File: src/rtl/pipeline_pkg.sv
// Shared pipeline constants, fetch-stage state encoding and select codes.
// Latency: none (declarations only).
// Backpressure: none (declarations only).
package pipeline_pkg;

    // Bubble instruction word: sll $0,$0,0
    localparam logic [31:0] NOP_INSTR        = 32'h0000_0000;
    localparam logic [31:0] DEFAULT_RESET_PC = 32'h0000_0000;

    // FETCH: request outstanding; HOLD: word buffered while decode stalls;
    // DROP: the outstanding request belongs to a squashed path.
    typedef enum logic [1:0] {
        ST_FETCH = 2'd0,
        ST_HOLD  = 2'd1,
        ST_DROP  = 2'd2
    } fetch_state_t;

    // Source of the next PC value
    typedef enum logic [1:0] {
        NPC_KEEP     = 2'd0,
        NPC_SEQ      = 2'd1,
        NPC_REDIRECT = 2'd2,
        NPC_PENDING  = 2'd3
    } npc_sel_t;

    // What the FE/DEC output registers load this cycle
    typedef enum logic [1:0] {
        OUT_KEEP   = 2'd0,
        OUT_BUBBLE = 2'd1,
        OUT_MEM    = 2'd2,
        OUT_BUF    = 2'd3
    } out_sel_t;

    // Instruction addresses are word aligned; low two bits are dropped.
    function automatic logic [31:0] word_align(input logic [31:0] addr);
        return {addr[31:2], 2'b00};
    endfunction

endpackage

File: src/rtl/fetch_next_pc.sv
// Next-PC selection: sequential, branch/jump redirect, or pending target.
// Latency: purely combinational.
// Backpressure: none; the caller chooses NPC_KEEP to hold the PC.
module fetch_next_pc
    import pipeline_pkg::*;
(
    input  npc_sel_t    i_sel,
    input  logic [31:0] i_pc,
    input  logic [31:0] i_pending_pc,
    input  logic        i_branch_taken,
    input  logic [31:0] i_branch_target,
    input  logic        i_jump,
    input  logic [31:0] i_jump_target,
    output logic [31:0] o_pc_plus4,
    output logic        o_redirect,
    output logic [31:0] o_redirect_target,
    output logic [31:0] o_next_pc
);

    // PC+4 wraps naturally at 2^32
    assign o_pc_plus4 = i_pc + 32'd4;

    // A taken branch beats a simultaneous jump
    assign o_redirect        = i_branch_taken | i_jump;
    assign o_redirect_target = word_align(i_branch_taken ? i_branch_target : i_jump_target);

    // Mux the next PC from the requested source
    always_comb begin
        o_next_pc = i_pc;
        case (i_sel)
            NPC_KEEP:     o_next_pc = i_pc;
            NPC_SEQ:      o_next_pc = o_pc_plus4;
            NPC_REDIRECT: o_next_pc = o_redirect_target;
            NPC_PENDING:  o_next_pc = i_pending_pc;
            default:      o_next_pc = i_pc;
        endcase
    end

endmodule

File: src/rtl/pc_fetch_unit.sv
// Instruction fetch stage: PC register, imem request, FE/DEC output register.
// Latency: instruction appears on the outputs one cycle after its ack.
// Backpressure: StallIn freezes outputs and PC; an acked word is parked in HOLD.
module pc_fetch_unit #(
    parameter logic [31:0] RESET_PC  = pipeline_pkg::DEFAULT_RESET_PC,
    parameter logic [31:0] NOP_INSTR = pipeline_pkg::NOP_INSTR
) (
    input  logic        Clk,
    input  logic        Rst_n,
    input  logic        StallIn,
    input  logic        BranchTakenIn,
    input  logic [31:0] BranchTargetIn,
    input  logic        JumpIn,
    input  logic [31:0] JumpTargetIn,
    output logic        IMemReqOut,
    output logic [31:0] IMemAddrOut,
    input  logic        IMemAckIn,
    input  logic [31:0] IMemDataIn,
    output logic [31:0] InstructionOut,
    output logic [31:0] PC4Out,
    output logic        ValidOut
);

    import pipeline_pkg::*;

    fetch_state_t r_state;
    fetch_state_t w_state_nxt;
    logic [31:0]  r_pc;
    logic [31:0]  r_pending_pc;
    logic [31:0]  r_hold_buf;
    logic [31:0]  r_instr;
    logic [31:0]  r_pc4;
    logic         r_valid;

    npc_sel_t     w_npc_sel;
    out_sel_t     w_out_sel;
    logic         w_pending_ld;
    logic         w_buf_ld;
    logic [31:0]  w_pc_plus4;
    logic         w_redirect;
    logic [31:0]  w_redirect_target;
    logic [31:0]  w_next_pc;

    fetch_next_pc u_next_pc (
        .i_sel             (w_npc_sel),
        .i_pc              (r_pc),
        .i_pending_pc      (r_pending_pc),
        .i_branch_taken    (BranchTakenIn),
        .i_branch_target   (BranchTargetIn),
        .i_jump            (JumpIn),
        .i_jump_target     (JumpTargetIn),
        .o_pc_plus4        (w_pc_plus4),
        .o_redirect        (w_redirect),
        .o_redirect_target (w_redirect_target),
        .o_next_pc         (w_next_pc)
    );

    // The address is the PC itself, so it is stable until the ack arrives
    assign IMemReqOut     = (r_state != ST_HOLD);
    assign IMemAddrOut    = r_pc;
    assign InstructionOut = r_instr;
    assign PC4Out         = r_pc4;
    assign ValidOut       = r_valid;

    // State register
    always_ff @(posedge Clk or negedge Rst_n) begin
        if (!Rst_n) begin
            r_state <= ST_FETCH;
        end else begin
            r_state <= w_state_nxt;
        end
    end

    // Next-state logic; redirect outranks stall everywhere
    always_comb begin
        w_state_nxt = r_state;
        case (r_state)
            ST_FETCH: begin
                if (w_redirect) begin
                    w_state_nxt = IMemAckIn ? ST_FETCH : ST_DROP;
                end else if (StallIn && IMemAckIn) begin
                    w_state_nxt = ST_HOLD;
                end else begin
                    w_state_nxt = ST_FETCH;
                end
            end
            ST_HOLD: begin
                if (w_redirect || !StallIn) begin
                    w_state_nxt = ST_FETCH;
                end else begin
                    w_state_nxt = ST_HOLD;
                end
            end
            ST_DROP: begin
                w_state_nxt = IMemAckIn ? ST_FETCH : ST_DROP;
            end
            default: w_state_nxt = ST_FETCH;
        endcase
    end

    // Output/datapath decode: PC source, output register source, buffer loads
    always_comb begin
        w_npc_sel    = NPC_KEEP;
        w_out_sel    = OUT_KEEP;
        w_pending_ld = 1'b0;
        w_buf_ld     = 1'b0;
        case (r_state)
            ST_FETCH: begin
                if (w_redirect) begin
                    // Data for the old path is discarded; wait it out if not yet here
                    w_out_sel = OUT_BUBBLE;
                    if (IMemAckIn) begin
                        w_npc_sel = NPC_REDIRECT;
                    end else begin
                        w_pending_ld = 1'b1;
                    end
                end else if (StallIn) begin
                    w_buf_ld = IMemAckIn;
                end else if (IMemAckIn) begin
                    w_out_sel = OUT_MEM;
                    w_npc_sel = NPC_SEQ;
                end else begin
                    w_out_sel = OUT_BUBBLE;
                end
            end
            ST_HOLD: begin
                if (w_redirect) begin
                    w_out_sel = OUT_BUBBLE;
                    w_npc_sel = NPC_REDIRECT;
                end else if (!StallIn) begin
                    w_out_sel = OUT_BUF;
                    w_npc_sel = NPC_SEQ;
                end
            end
            ST_DROP: begin
                if (w_redirect) begin
                    // Newest redirect wins over the stored one
                    w_out_sel = OUT_BUBBLE;
                    if (IMemAckIn) begin
                        w_npc_sel = NPC_REDIRECT;
                    end else begin
                        w_pending_ld = 1'b1;
                    end
                end else begin
                    if (IMemAckIn) begin
                        w_npc_sel = NPC_PENDING;
                    end
                    if (!StallIn) begin
                        w_out_sel = OUT_BUBBLE;
                    end
                end
            end
            default: begin
                w_out_sel = OUT_BUBBLE;
            end
        endcase
    end

    // PC, pending target, hold buffer and FE/DEC output registers
    always_ff @(posedge Clk or negedge Rst_n) begin
        if (!Rst_n) begin
            r_pc         <= RESET_PC;
            r_pending_pc <= 32'h0000_0000;
            r_hold_buf   <= 32'h0000_0000;
            r_instr      <= NOP_INSTR;
            r_pc4        <= 32'h0000_0000;
            r_valid      <= 1'b0;
        end else begin
            r_pc <= w_next_pc;
            if (w_pending_ld) begin
                r_pending_pc <= w_redirect_target;
            end
            if (w_buf_ld) begin
                r_hold_buf <= IMemDataIn;
            end
            case (w_out_sel)
                OUT_MEM: begin
                    r_instr <= IMemDataIn;
                    r_pc4   <= w_pc_plus4;
                    r_valid <= 1'b1;
                end
                OUT_BUF: begin
                    r_instr <= r_hold_buf;
                    r_pc4   <= w_pc_plus4;
                    r_valid <= 1'b1;
                end
                OUT_BUBBLE: begin
                    r_instr <= NOP_INSTR;
                    r_valid <= 1'b0;
                end
                default: begin
                    r_instr <= r_instr;
                end
            endcase
        end
    end

endmodule

File: config.mk
export PLATFORM = sky130hd
export DESIGN_NAME = pc_fetch_unit
export DESIGN_NICKNAME = d
export VERILOG_FILES = /design/src/rtl/pipeline_pkg.sv /design/src/rtl/fetch_next_pc.sv /design/src/rtl/pc_fetch_unit.sv
export SDC_FILE = /design/constraint.sdc
export NUM_CORES = 1
export LEC_CHECK = 0
export CAP_MARGIN = 0
export CORE_UTILIZATION = 25
export DETAILED_ROUTE_END_ITERATION = 16
export GPL_ROUTABILITY_DRIVEN = 1
export MAX_ROUTING_LAYER = met4
export PLACE_DENSITY = 0.58
export SLEW_MARGIN = 25
export SYNTH_ARGS = -nofsm -noshare
export SYNTH_HDL_FRONTEND = slang
export SYNTH_HIERARCHICAL = 1
export SYNTH_SLANG_ARGS = --single-unit
File: constraint.sdc
create_clock -name Clk -period 2.6 [get_ports Clk]
set_input_delay 0.78 -clock Clk [delete_from_list [all_inputs] [get_ports Clk]]
set_output_delay 0.78 -clock Clk [all_outputs]
set_load 0.02 [all_outputs]
==> reports/metrics.csv, run 1 <==
stage,metric,value,unit
critical_path,Crit Path Category,register to output port,
clock_network,CTS tree,yes,
die,Core Region,32700,sq um
synthesis,Unique masters post-synth,56,
critical_path,highest fanout seen on the critical path,9,
finish,layout cells sized above 1,24.3,%
critical_path,Crit-path slowest cell,clkdlybuf4s50_1,
grt,global-route wire length before repair,35.3,mm
grt,total global routing overflow,0,
die,chip height,185,um
critical_path,crit path DAT,1690,ps
timing,Setup WS post-layout,134,ps
synthesis,Syn Inst Count,689,
timing,Max Slew Vio Count,0,
grt,initial antenna violation count,2,
die,row count,66,
power,clock group share of total power,31.7,%
power,Static Leak,4.70,nW
clock_network,Root Driver,clkbuf_16,
route,Post-DRT Antenna Nets,0,
timing,Final min period,2470,ps
critical_path,Worst path max stage delay,690,ps
route,wire per inst,16.7,um
die,initial core utilization,25.5,%
route,drt total wl,22.5,mm
clock_network,deepest clock path buffer count,2,
finish,area of the multi-input gates,3950,sq um
route,router iterations before antenna repair,4,
critical_path,Worst Reg-to-Reg Cells,6,
power,Sw Ratio,30.7,%
job,maxcap violations,0,
synthesis,Mapped Area,8350,sq um
finish,"most common cell after layout, fill and taps aside",clkdlybuf4s50_1,
critical_path,"Req. time, crit path",1820,ps
power,Reg power frac,41.1,%
critical_path,"Cell Chain, Critical Path",clkdlybuf4s50_1,
power,Logic pwr share,27.2,%
timing,Max Freq,405,MHz
synthesis,top post-synthesis cells by area,"dfrtp_1, mux2_2, mux2_4",
critical_path,RR Endpoint,PC4Out[19],
timing,Final Hold Viols,0,
critical_path,r2r setup slk,480,ps
finish,Layout area overhead,39.7,%
route,post-DR vias/cell,4.49,
clock_network,# clock sinks,163,
synthesis,Synthesis Warnings,6,
finish,final net count,995,
clock_network,total CTS buffers,17,
synthesis,post-synthesis sequential area ratio,48.8,%
critical_path,family with the most delay on the worst path,buffers and inverters,
synthesis,async set or reset register ratio after synthesis,100,%
clock_network,hold buffer count at CTS,0,
die,die area,34100,sq um
finish,FF+latch area,4080,sq um
die,IO Pins,200,
synthesis,Synth Area per Inst,12.1,sq um
place,IO Port Bufs,195,
clock_network,setup repair bufs after CTS,0,
place,post-DP HPWL,15.6,mm
clock_network,Skew-Pair Late Insertion Delay,430,ps
critical_path,Critical Path Source Type,register,
synthesis,predominant post-synthesis flop cell,dfrtp_1,
timing,RSZ-0062 raised after global routing,false,
synthesis,register bit count reported by yosys,163,
timing,clk_skew,19.1,ps
clock_network,Max H-tree Level,4,
route,initial DRC count,284,
die,die width,185,um
place,Routability Congestion,0.775,
route,drt drc,0,
grt,GRT Total Usage,13.9,%
synthesis,dominant cell type by area after synthesis,dfrtp_1,
power,Max IR drop VDD,0.399,mV
outcome,status,completed,
clock_network,Clock transition at path regs,70,ps
critical_path,reg2reg start,IMemAddrOut[11],
critical_path,crit path capture type,output port,
timing,endpoints failing setup,0,
synthesis,number of flops mapped to enable cells by yosys,0,
route,routed vias,6055,
power,Psw,2.54,mW
min_path,Hold Path Class,input pin to async pin,
timing,period utilization,94.9,%
power,Pwr Density,710,nW/um^2
timing,Hold WS,216,ps
place,Place WS,-146,ps
finish,fillcell total,3281,
grt,vias in the first global route,6114,
synthesis,share of the synthesized area in the top cell type,48.8,%
power,Pint,5.74,mW
critical_path,WP buf/inv,1,
clock_network,post-CTS sizing,0,
finish,most frequent cells in the layout,"clkdlybuf4s50_1, dfrtp_1, mux2_2",
grt,largest net degree at the start of global routing,81,
==> registers in the layout, indices dropped and copies added (netlist names) <==
register        count
IMemAddrOut        32
InstructionOut     32
PC4Out             32
ValidOut            1
r_hold_buf         32
r_pending_pc       32
r_state             2
==> logic make-up after synthesis <==
| family | Yosys count | share of synthesized area [%] |
|---|---|---|
| flip-flops | 163 | 48.8 |
| buffers and inverters | 66 | 4.27 |
| AND/OR/NAND/NOR | 145 | 9.87 |
| AO/OA/AOI/OAI | 113 | 9.89 |
| other | 1 | 0.0449 |
| adder cells (fa/ha/maj) | 1 | 0.150 |
| XOR/XNOR | 48 | 5.03 |
| multiplexers | 152 | 21.9 |
==> synth_stat cells (2+ instances only) <==
cell,n
o22ai_1,2
inv_1,6
a21oi_1,9
mux2_2,90
and3_1,8
o211ai_1,12
o21ai_1,5
nand3_1,18
nand4_1,15
nand3_2,3
nor2_1,21
nand2_1,33
nor3_1,4
mux2_1,6
and4_1,2
buf_1,3
nand2b_1,20
buf_6,2
nor2b_1,3
a31oi_1,2
mux4_2,3
o2bb2ai_1,32
mux2i_1,23
xnor2_1,17
xor2_1,31
mux2_4,30
and2_1,2
buf_4,4
nor4_1,4
o21ai_0,13
clkbuf_1,24
dfrtp_1,163
a22oi_1,32
buf_12,3
buf_2,23
==> power groups by stage <==
stage | combinational [mW] | clock (mW) | sequential (mW)
final | 2.25 | 2.62 | 3.40
after global routing | 2.41 | 2.81 | 3.49
after CTS | 2.28 | 2.70 | 3.41
after detailed placement | 2.27 | 0 | 3.46
after global placement | 2.24 | 0 | 3.45
after floorplan | 0.976 | 0 | 3.67
==> stage by stage <==
| stage | std cells | util [%] | setup TNS [ps] | area [sq um] | total power [mW] |
|---|---|---|---|---|---|
| 3_3_place_gp | 1315 | 33.8 | -3320 | 11100 | 5.69 |
| 5_1_grt | 1349 | 35.7 | 0 | 11700 | 8.71 |
| 4_1_cts | 1347 | 35.7 | 0 | 11700 | 8.39 |
| 6_report | 1349 | 35.7 | 0 | 11700 | 8.28 |
| 2_1_floorplan | 690 | - | 0 | 8370 | 4.64 |
| 3_5_place_dp | 1315 | 33.8 | -4410 | 11100 | 5.73 |
==> routing by layer <==
layer  wire length, um  track usage, %  vias up
li1                  -               -     2907
met1             10600            18.0     2994
met2             10500            21.6      145
met3              1310            3.97        9
met4               124            2.68        0
met5                 0               -        -
==> how the worst max path moves through the flow <==
stage | start | end | slack (ps) | depth (start not counted)
global route | IMemAddrOut[18] | IMemAddrOut[18] | 60 | 1
detailed placement | IMemAckIn | IMemAddrOut[19] | -150 | 9
CTS | IMemAddrOut[18] | IMemAddrOut[18] | 100 | 1
finish | IMemAddrOut[4] | IMemAddrOut[4] | 130 | 1
global placement | IMemAckIn | IMemAddrOut[19] | -130 | 9
floorplan | BranchTakenIn | PC4Out[10] | 40 | 9
==> final cells by class <==
cell class              instances  area share, %
inverters                       6          0.193
flip-flops and latches        163           35.0
well taps                     442           4.74
diodes                          2         0.0429
clock buffers                  17           3.65
repair buffers                243           21.1
multi-input cells             461           33.8
clock inverters                15           1.51
No activity file was read; power rests on OpenSTA's default activity.
==> inputs of run 2 (changes only) <==
- CORE_UTILIZATION: 25 -> 35
- PLACE_DENSITY: 0.58 -> 0.72
==> run 2 against run 1 <==
  * Clock skew decreased by 4.7 ps
  * First-iteration DRC count fell by 1.4%
  * Sequential cell count is the same
  * Sequential power hardly changed
  * Maximum frequency down 0.22%
  * Critical endpoint unchanged
  * Largest power group unchanged
  * Power up 0.93%
  * Non-clock buffer count up 6
  * Die area is 28% lower
  * Critical path type unchanged
==> reports/metrics.csv, run 2 (same netlist as run 1, synthesis figures left out) <==
stage,metric,value,unit,change
outcome,status,completed,,unchanged
clock_network,post-CTS sizing,0,,unchanged
route,initial DRC count,280,,was 284
route,routed vias,6186,,was 6055
job,maxcap violations,0,,unchanged
critical_path,highest fanout seen on the critical path,9,,unchanged
clock_network,CTS tree,yes,,unchanged
critical_path,"Req. time, crit path",1820,ps,about the same
place,Inst Count DP,1198,,was 1315
finish,# diodes,0,,was 2
place,post-DP HPWL,14.6,mm,was 15.6 mm
grt,global-route wire length before repair,34.1,mm,was 35.3 mm
timing,Worst-Margin Slew,537,ps,
clock_network,hold buffer count at CTS,0,,unchanged
power,Tot Pwr,8.36,mW,was 8.28 mW
critical_path,crit path capture type,output port,,unchanged
critical_path,Worst Reg-to-Reg Cells,6,,unchanged
power,Pwr Density,722,nW/um^2,was 710 nW/um^2
grt,initial antenna violation count,0,,was 2
route,drt drc,0,,unchanged
die,chip height,156,um,was 185 um
finish,most frequent cells in the layout,"clkdlybuf4s50_1, dfrtp_1, mux2_2",,unchanged
grt,largest net degree at the start of global routing,49,,was 81
critical_path,Worst path max stage delay,690,ps,about the same
timing,Final Hold Viols,0,,unchanged
critical_path,Crit-path slowest cell,clkdlybuf4s50_1,,unchanged
die,row count,56,,was 66
critical_path,WP buf/inv,1,,unchanged
grt,total global routing overflow,0,,unchanged
route,drt total wl,21.0,mm,was 22.5 mm
clock_network,Max H-tree Level,4,,unchanged
timing,Slew HR,63.8,%,
clock_network,deepest clock path buffer count,2,,unchanged
die,die width,156,um,was 185 um
timing,Setup WS post-layout,128,ps,was 134 ps
critical_path,cell count along the critical path,1,,unchanged
route,wire per inst,17.1,um,was 16.7 um
place,Routability Congestion,0.848,,was 0.775
timing,clk_skew,14.4,ps,was 19.1 ps
timing,Hold WS,295,ps,was 216 ps
finish,final non-filler cell area,11600,sq um,was 11700 sq um
die,die area,24500,sq um,was 34100 sq um
critical_path,crit path DAT,1690,ps,about the same
clock_network,# clock sinks,163,,unchanged
timing,endpoints failing setup,0,,unchanged
clock_network,Clock transition at path regs,80,ps,was 70 ps
power,Static Leak,4.74,nW,was 4.70 nW
timing,RSZ-0062 raised after global routing,false,,unchanged
finish,Layout area overhead,38.5,%,was 39.7%
finish,final net count,1001,,was 995
place,IO Port Bufs,195,,unchanged
critical_path,"Cell Chain, Critical Path",clkdlybuf4s50_1,,unchanged
critical_path,Critical Path Source Type,register,,unchanged
route,post-DR vias/cell,5.03,,was 4.49
timing,Max Freq,405,MHz,about the same
finish,"most common cell after layout, fill and taps aside",clkdlybuf4s50_1,,unchanged
min_path,Hold Path Class,input pin to async pin,,unchanged
die,initial core utilization,35.7,%,was 25.5%
timing,Max Slew Vio Count,0,,unchanged
timing,period utilization,95.1,%,was 94.9%
timing,Final min period,2470,ps,about the same
critical_path,family with the most delay on the worst path,buffers and inverters,,unchanged
critical_path,Crit Path Category,register to output port,,unchanged
place,Place WS,-173,ps,was -146 ps
die,Core Region,23400,sq um,was 32700 sq um
route,router iterations before antenna repair,4,,unchanged
finish,fillcell total,2174,,was 3281
finish,fin cells,1230,,was 1349
power,Max IR drop VDD,0.380,mV,was 0.399 mV
finish,utilization after layout,49.4,%,was 35.7%
clock_network,total CTS buffers,17,,unchanged
timing,Setup TNS,0,ps,unchanged
die,IO Pins,200,,unchanged
clock_network,Skew-Pair Late Insertion Delay,430,ps,about the same
grt,vias in the first global route,6403,,was 6114
finish,layout cells sized above 1,24.8,%,was 24.3%
route,Post-DRT Antenna Nets,0,,unchanged
clock_network,setup repair bufs after CTS,0,,unchanged
place,dpl cell area,10900,sq um,was 11100 sq um
grt,GRT Total Usage,18.6,%,was 13.9%
clock_network,Root Driver,clkbuf_16,,unchanged
-- run 2: cell count changes in the layout (fill, tap and decap cells not counted), sizes merged --
cell / before / now
buf: 50 / 56
bufinv: 2 / 3
clkinv: 6 / 3
diode: 2 / 0
inv: 11 / 13
-- run 2: final cells by class --
cell class | instances | area (sq um) | share of cell area, %
flip-flops and latches | 163 | 4080 | 35.3
multi-input cells | 461 | 3950 | 34.1
well taps | 319 | 399 | 3.45
repair buffers | 249 | 2500 | 21.6
clock inverters | 15 | 196 | 1.70
clock buffers | 17 | 425 | 3.68
inverters | 6 | 22.5 | 0.195
-- run 2: path summary, 6_finish.rpt --
path	startpoint	to	slack [ps]
worst min-delay path	Rst_n	r_hold_buf[22]	300
worst min register to register	r_pending_pc[4]	r_pending_pc[4]	480
min in group Clk	r_pending_pc[4]	r_pending_pc[4]	480
worst max-delay path	IMemAddrOut[4]	IMemAddrOut[4]	130
worst max register to register	IMemAddrOut[10]	PC4Out[19]	440
max in group asynchronous	Rst_n	r_pending_pc[22]	1670
-- run 2: power breakdown --
part / internal (mW) / switching, mW
combinational: 1.28 / 0.969
sequential: 3.01 / 0.393
clock: 1.55 / 1.16
total: 5.84 / 2.52
-- run 2: per-layer routing --
metal / part of all wire, % / track usage, % / vias up / routed length, um
li1: - / - / 2917 / -
met1: 45 / 23.5 / 3066 / 9410
met2: 48 / 29.4 / 178 / 10100
met3: 5.6 / 4.26 / 25 / 1170
met4: 1.9 / 6.12 / 0 / 403
met5: 0 / - / - / 0
